--- src/rtl/genius_pkg.sv ---
// Shared state encodings, symbol codes and default timing for the Genius round sequencer.
package genius_pkg;

    typedef enum logic [2:0] {
        ST_IDLE       = 3'd0,
        ST_SHOW_ON    = 3'd1,
        ST_SHOW_GAP   = 3'd2,
        ST_WAIT_INPUT = 3'd3,
        ST_LEVEL_UP   = 3'd4,
        ST_LOSE       = 3'd5,
        ST_WIN        = 3'd6
    } state_e;

    localparam logic [1:0] SYM_0    = 2'd0;
    localparam logic [1:0] SYM_1    = 2'd1;
    localparam logic [1:0] SYM_2    = 2'd2;
    localparam logic [1:0] SYM_NONE = 2'd3;

    localparam int unsigned DEF_SHOW_ON_TICKS       = 25000000;
    localparam int unsigned DEF_SHOW_GAP_TICKS      = 12500000;
    localparam int unsigned DEF_INPUT_TIMEOUT_TICKS = 250000000;
    localparam int unsigned DEF_MAX_LEVEL           = 15;
    localparam int unsigned DEF_TIMER_W             = 28;

endpackage

--- src/rtl/genius_press_detect.sv ---
// Button rising-edge detection and classification of a press against the expected symbol.
module genius_press_detect
    import genius_pkg::*;
(
    input  logic       clock,
    input  logic       reset,
    input  logic [2:0] btn_i,
    input  logic [1:0] seq_symbol_i,
    output logic       press_any_o,
    output logic       press_hit_o
);

    logic [2:0] btn_q;
    logic [2:0] press;
    logic [2:0] exp_vec;
    logic       one_hot;

    always_ff @(posedge clock) begin
        if (reset) begin
            btn_q <= 3'b000;
        end else begin
            btn_q <= btn_i;
        end
    end

    // An invalid stored symbol maps to an empty mask so no press can ever match it.
    always_comb begin
        exp_vec = 3'b000;
        if (seq_symbol_i != SYM_NONE) begin
            exp_vec = 3'b001 << seq_symbol_i;
        end
    end

    assign press       = btn_i & ~btn_q;
    assign one_hot     = (press != 3'b000) && ((press & (press - 3'd1)) == 3'b000);
    assign press_any_o = (press != 3'b000);
    assign press_hit_o = one_hot && (press == exp_vec);

endmodule

--- src/rtl/genius_round_ctrl.sv ---
// Genius round sequencer: plays back the sequence for the current level, then checks player presses.
//   state       | meaning
//   IDLE        | waiting for first start
//   SHOW_ON     | symbol at seq_idx displayed
//   SHOW_GAP    | blank after a displayed symbol
//   WAIT_INPUT  | waiting for the press matching seq_idx
//   LEVEL_UP    | level complete, advance or win
//   LOSE / WIN  | game ended, outputs held until start
module genius_round_ctrl
    import genius_pkg::*;
#(
    parameter int unsigned SHOW_ON_TICKS       = DEF_SHOW_ON_TICKS,
    parameter int unsigned SHOW_GAP_TICKS      = DEF_SHOW_GAP_TICKS,
    parameter int unsigned INPUT_TIMEOUT_TICKS = DEF_INPUT_TIMEOUT_TICKS,
    parameter int unsigned MAX_LEVEL           = DEF_MAX_LEVEL,
    parameter int unsigned TIMER_W             = DEF_TIMER_W
) (
    input  logic       clock,
    input  logic       reset,
    input  logic       start,
    input  logic [2:0] btn,
    input  logic [1:0] seq_symbol,
    output logic [3:0] seq_idx,
    output logic       show_active,
    output logic [1:0] show_symbol,
    output logic       input_active,
    output logic [3:0] level,
    output logic       hit_pulse,
    output logic       game_over,
    output logic       game_won,
    output logic [2:0] state_dbg
);

    state_e               state_q, state_d;
    logic [3:0]           seq_idx_q, seq_idx_d;
    logic [3:0]           level_q, level_d;
    logic [TIMER_W-1:0]   timer_q, timer_d;
    logic                 start_q;
    logic                 hit_q, hit_d;
    logic                 show_active_q, input_active_q, game_over_q, game_won_q;
    logic                 start_rise;
    logic                 press_any, press_hit;

    genius_press_detect u_press (
        .clock        (clock),
        .reset        (reset),
        .btn_i        (btn),
        .seq_symbol_i (seq_symbol),
        .press_any_o  (press_any),
        .press_hit_o  (press_hit)
    );

    assign start_rise = start & ~start_q;

    always_comb begin
        state_d   = state_q;
        seq_idx_d = seq_idx_q;
        level_d   = level_q;
        timer_d   = timer_q;
        hit_d     = 1'b0;
        case (state_q)
            ST_IDLE, ST_LOSE, ST_WIN: begin
                if (start_rise) begin
                    level_d   = 4'd0;
                    seq_idx_d = 4'd0;
                    timer_d   = '0;
                    state_d   = ST_SHOW_ON;
                end
            end
            ST_SHOW_ON: begin
                if (timer_q == TIMER_W'(SHOW_ON_TICKS - 1)) begin
                    timer_d = '0;
                    state_d = ST_SHOW_GAP;
                end else begin
                    timer_d = timer_q + TIMER_W'(1);
                end
            end
            ST_SHOW_GAP: begin
                if (timer_q == TIMER_W'(SHOW_GAP_TICKS - 1)) begin
                    timer_d = '0;
                    if (seq_idx_q == level_q) begin
                        seq_idx_d = 4'd0;
                        state_d   = ST_WAIT_INPUT;
                    end else begin
                        seq_idx_d = seq_idx_q + 4'd1;
                        state_d   = ST_SHOW_ON;
                    end
                end else begin
                    timer_d = timer_q + TIMER_W'(1);
                end
            end
            ST_WAIT_INPUT: begin
                // A press on the timeout cycle is evaluated ahead of the timeout.
                if (press_hit) begin
                    hit_d   = 1'b1;
                    timer_d = '0;
                    if (seq_idx_q == level_q) begin
                        state_d = ST_LEVEL_UP;
                    end else begin
                        seq_idx_d = seq_idx_q + 4'd1;
                    end
                end else if (press_any) begin
                    state_d = ST_LOSE;
                end else if (timer_q == TIMER_W'(INPUT_TIMEOUT_TICKS - 1)) begin
                    state_d = ST_LOSE;
                end else begin
                    timer_d = timer_q + TIMER_W'(1);
                end
            end
            ST_LEVEL_UP: begin
                if (level_q == 4'(MAX_LEVEL)) begin
                    state_d = ST_WIN;
                end else begin
                    level_d   = level_q + 4'd1;
                    seq_idx_d = 4'd0;
                    timer_d   = '0;
                    state_d   = ST_SHOW_ON;
                end
            end
            default: state_d = ST_IDLE;
        endcase
    end

    always_ff @(posedge clock) begin
        if (reset) begin
            state_q        <= ST_IDLE;
            seq_idx_q      <= 4'd0;
            level_q        <= 4'd0;
            timer_q        <= '0;
            start_q        <= 1'b0;
            hit_q          <= 1'b0;
            show_active_q  <= 1'b0;
            input_active_q <= 1'b0;
            game_over_q    <= 1'b0;
            game_won_q     <= 1'b0;
        end else begin
            state_q        <= state_d;
            seq_idx_q      <= seq_idx_d;
            level_q        <= level_d;
            timer_q        <= timer_d;
            start_q        <= start;
            hit_q          <= hit_d;
            show_active_q  <= (state_d == ST_SHOW_ON);
            input_active_q <= (state_d == ST_WAIT_INPUT);
            game_over_q    <= (state_d == ST_LOSE);
            game_won_q     <= (state_d == ST_WIN);
        end
    end

    assign seq_idx      = seq_idx_q;
    assign level        = level_q;
    assign hit_pulse    = hit_q;
    assign show_active  = show_active_q;
    assign input_active = input_active_q;
    assign game_over    = game_over_q;
    assign game_won     = game_won_q;
    assign state_dbg    = state_q;
    assign show_symbol  = show_active_q ? seq_symbol : 2'd0;

endmodule

--- config.mk ---
export PLATFORM = sky130hd
export DESIGN_NAME = genius_round_ctrl
export DESIGN_NICKNAME = d
export VERILOG_FILES = /design/src/rtl/genius_pkg.sv /design/src/rtl/genius_press_detect.sv /design/src/rtl/genius_round_ctrl.sv
export SDC_FILE = /design/constraint.sdc
export NUM_CORES = 1
export LEC_CHECK = 0
export CAP_MARGIN = 15
export CELL_PAD_IN_SITES_DETAIL_PLACEMENT = 0
export CELL_PAD_IN_SITES_GLOBAL_PLACEMENT = 1
export CORE_ASPECT_RATIO = 0.8
export CORE_MARGIN = 3
export CORE_UTILIZATION = 35
export DETAILED_ROUTE_END_ITERATION = 8
export GPL_TIMING_DRIVEN = 0
export HOLD_SLACK_MARGIN = 0.03
export PLACE_DENSITY_LB_ADDON = 0.1
export RECOVER_POWER = 25
export SKIP_CTS_REPAIR_TIMING = 1
export SLEW_MARGIN = 20
export SYNTH_ARGS = -nofsm -noshare
export SYNTH_HDL_FRONTEND = slang
export SYNTH_SLANG_ARGS = --single-unit
--- constraint.sdc ---
create_clock -name clock -period 2.18 [get_ports clock]
set_input_delay 0.436 -clock clock [delete_from_list [all_inputs] [get_ports clock]]
set_output_delay 0.436 -clock clock [all_outputs]
set_load 0.05 [all_outputs]
==> flow_metrics.env <==
export IMPL_yosysMostFrequentCell="dfxtp_1"
export IMPL_cp_max_fo=7
export IMPL_cts_buffers=5
export IMPL_fin_setup_tns_ps=-2514
export IMPL_ys_ff_latch=48
export IMPL_violations="negative setup slack"
export IMPL_hold_violations=0
export IMPL_hp_start="btn[1]"
export IMPL_cts_tree="built"
export IMPL_first_iter_violations=109
export IMPL_final_period_utilization_pct=105.6
export IMPL_detail_route_antenna_nets=0
export IMPL_cp_start_kind="flip-flop"
export IMPL_arrival_ps=2530
export IMPL_fin_cells=484
export IMPL_status="complete, but fails checks"
export IMPL_dieArea_um2=8673
export IMPL_drive_gt1_share_pct=37.34
export IMPL_avgSynthCellArea_um2=8.429
export IMPL_portBuffers=25
export IMPL_clkSinkCount=48
export IMPL_yosys_top_cells_count="dfxtp_1 (48), nor2_1 (27), a21oi_1 (22)"
export IMPL_fin_ws_ps=-122.8
export IMPL_whs_ps=399.5
export IMPL_path_class="flip-flop to flip-flop"
export IMPL_crit_path_top_delay_cell="or4_4"
export IMPL_overflow=0
export IMPL_fin_nets=393
export IMPL_cp_required_ps=2410
export IMPL_powerDensity_nw_per_um2=456.0
export IMPL_cts_htree_levels=2
export IMPL_die_y_um=83.90
export IMPL_power_leakage_nw=1.374
export IMPL_critPathMaxStageDelay_ps=540
export IMPL_pwr_share_clk_pct=34.8
export IMPL_placed_area_um2=3073
export IMPL_first_pass_iters=5
export IMPL_crit_family="simple AND/OR/NAND/NOR gates"
export IMPL_path_cells="or4_4 -> nor4_4 -> and4b_4 -> o221ai_4 -> or4_1 -> a21oi_1"
export IMPL_start_util_pct=37.25
export IMPL_setup_viol=31
export IMPL_avgRoutedWirePerCell_um=15.86
export IMPL_place_hpwl_um=4887
export IMPL_drv_slew=0
export IMPL_cp_num_buf_inv=0
export IMPL_reg2reg_depth=6
export IMPL_antenna_cells=0
export IMPL_hold_end="u_press.btn_q[1]"
export IMPL_fin_area_um2=3879
export IMPL_synth_top_area_share_pct=36.19
export IMPL_syn_to_final_growth_pct=46.09
export IMPL_async_flop_share_pct=0
export IMPL_clockBufferDepth=2
export IMPL_rsz0062_at_grt="yes"
export IMPL_yosysUniqueCellTypes=62
export IMPL_pwr_share_comb_pct=14.9
export IMPL_end_kind="flip-flop"
export IMPL_synth_nets=326
export IMPL_path_clk_slew_ps=90
export IMPL_p_int_mw=1.301
export IMPL_worst_pin_slew_ps=575.2
export IMPL_max_slew_margin_rel_pct=61.33
export IMPL_io_pins=26
export IMPL_yosysTopAreaCell="dfxtp_1"
export IMPL_synth_edf_count=0
export IMPL_sw_frac_of_total_pct=26.45
export IMPL_yosysSeqAreaShare_pct=36.19
export IMPL_grt_max_degree=15
export IMPL_place_gp_congestion=0.8189
export IMPL_grt_util_all_layers_pct=16.11
export IMPL_grt_pass1_wl_um=11470
export IMPL_insertion_delay_ps=300
export IMPL_ys_top_cells_by_area="dfxtp_1 (36%), a21oi_1 (4.1%), xor2_1 (4.0%)"
export IMPL_grt_pass1_vias=2304
export IMPL_finClkSkew_ps=8.860
export IMPL_root_buffer="clkbuf_8"
export IMPL_maxCapViolations=0
export IMPL_rows=27
export IMPL_whs_path_depth=2
export IMPL_syn_area_um2=2655
export IMPL_rrSetupSlack_ps=-120
export IMPL_p_switching_uw=467.8
export IMPL_chipWidth_um=103.4
export IMPL_irDropWorstVdd_mv=0.2539
export IMPL_fp_coreArea_um2=7128
export IMPL_drt_wl_total_um=7677
export IMPL_r2r_end="seq_idx[3]"
export IMPL_max_freq_mhz=434.3
export IMPL_ys_warn_count=0
export IMPL_place_inst=441
export IMPL_pwr_share_seq_pct=50.3
export IMPL_fillers=662
export IMPL_routed_via_density=5.517
export IMPL_drc=0
export IMPL_netlist_instances=315
export IMPL_vias=2670
export IMPL_hp_class="input port to flip-flop"
export IMPL_final_core_utilization_pct=54.41
export IMPL_synth_main_ff_cell="dfxtp_1"
export IMPL_r2r_start="timer_q[26]"
export IMPL_antenna_found_initial=0
export IMPL_min_period_ps=2303
## cells by family after synthesis
family / count (synthesis) / synth area share [%]
AOI/OAI and AO/OA: 77 / 19.42
xor gates and xnor gates: 14 / 4.618
adders and majority gates: 4 / 1.791
buffers and inverters: 27 / 4.760
DFF: 48 / 36.19
muxes: 4 / 1.602
and+or+nand+nor: 141 / 31.62
## through the flow
step	power, mW	setup WS (ps)
6_report	1.769	-122.8
5_1_grt	1.842	-197.7
4_1_cts	1.691	-623.9
3_5_place_dp	1.078	-943.3
3_3_place_gp	1.079	-929.6
2_1_floorplan	1.021	2.640
## cell usage in the layout (no fill, tap or decap), types with 9 or more instances in the layout
master	n
buf_4	24
dfxtp_1	23
clkdlybuf4s50_1	19
o21ai_0	17
dfxtp_2	17
nor2_1	16
nand2_1	15
nand3_1	14
inv_1	13
xor2_1	12
buf_6	11
a21oi_1	11
a21oi_2	11
or3_1	10
o211ai_1	10
nand4_1	9
## area by class of cell
cell class,instances,area [um2],share of cell area [%]
repair buffers,60,604.3,15.58
flip-flops and latches,48,1012,26.10
well taps,101,126.4,3.258
multi-input cells,241,1876,48.35
inverters,14,52.55,1.355
clock buffers,7,97.59,2.516
clock inverters,1,5.005,0.1290
plain buffers,12,105.1,2.710
## per-layer routing
metal  vias to the layer above  GRT usage [%]  routed length (um)
met5                         -              0                   0
met4                         0          2.118                  35
met3                         6          3.175                 411
met2                        71          21.76                3287
met1                      1283          26.31                3943
li1                       1310              -                   -
## state kept, by name, summed over array words and instances, names as in the netlist, 3 cells and up
register       flops
level              4
state_dbg          3
u_press.btn_q      3
seq_idx            4
timer_q           28
## power by group through the flow
stage          registers, mW  logic, mW  clock network [mW]
2_1_floorplan          0.922     0.0991                   0
3_3_place_gp           0.912      0.166                   0
3_5_place_dp           0.912      0.166                   0
4_1_cts                0.892      0.166               0.633
5_1_grt                0.892      0.281               0.670
6_report               0.890      0.263               0.615
## worst max path at each step
stage          cells after the start           to   startpoint
5_1_grt                            8   seq_idx[2]   timer_q[1]
2_1_floorplan                      7   seq_idx[3]   timer_q[0]
3_3_place_gp                       9   timer_q[0]        start
3_5_place_dp                       9   timer_q[0]        start
4_1_cts                            9  timer_q[17]        start
6_report                           6   seq_idx[3]  timer_q[26]
Note: power is estimated with default switching activity, not from simulation.
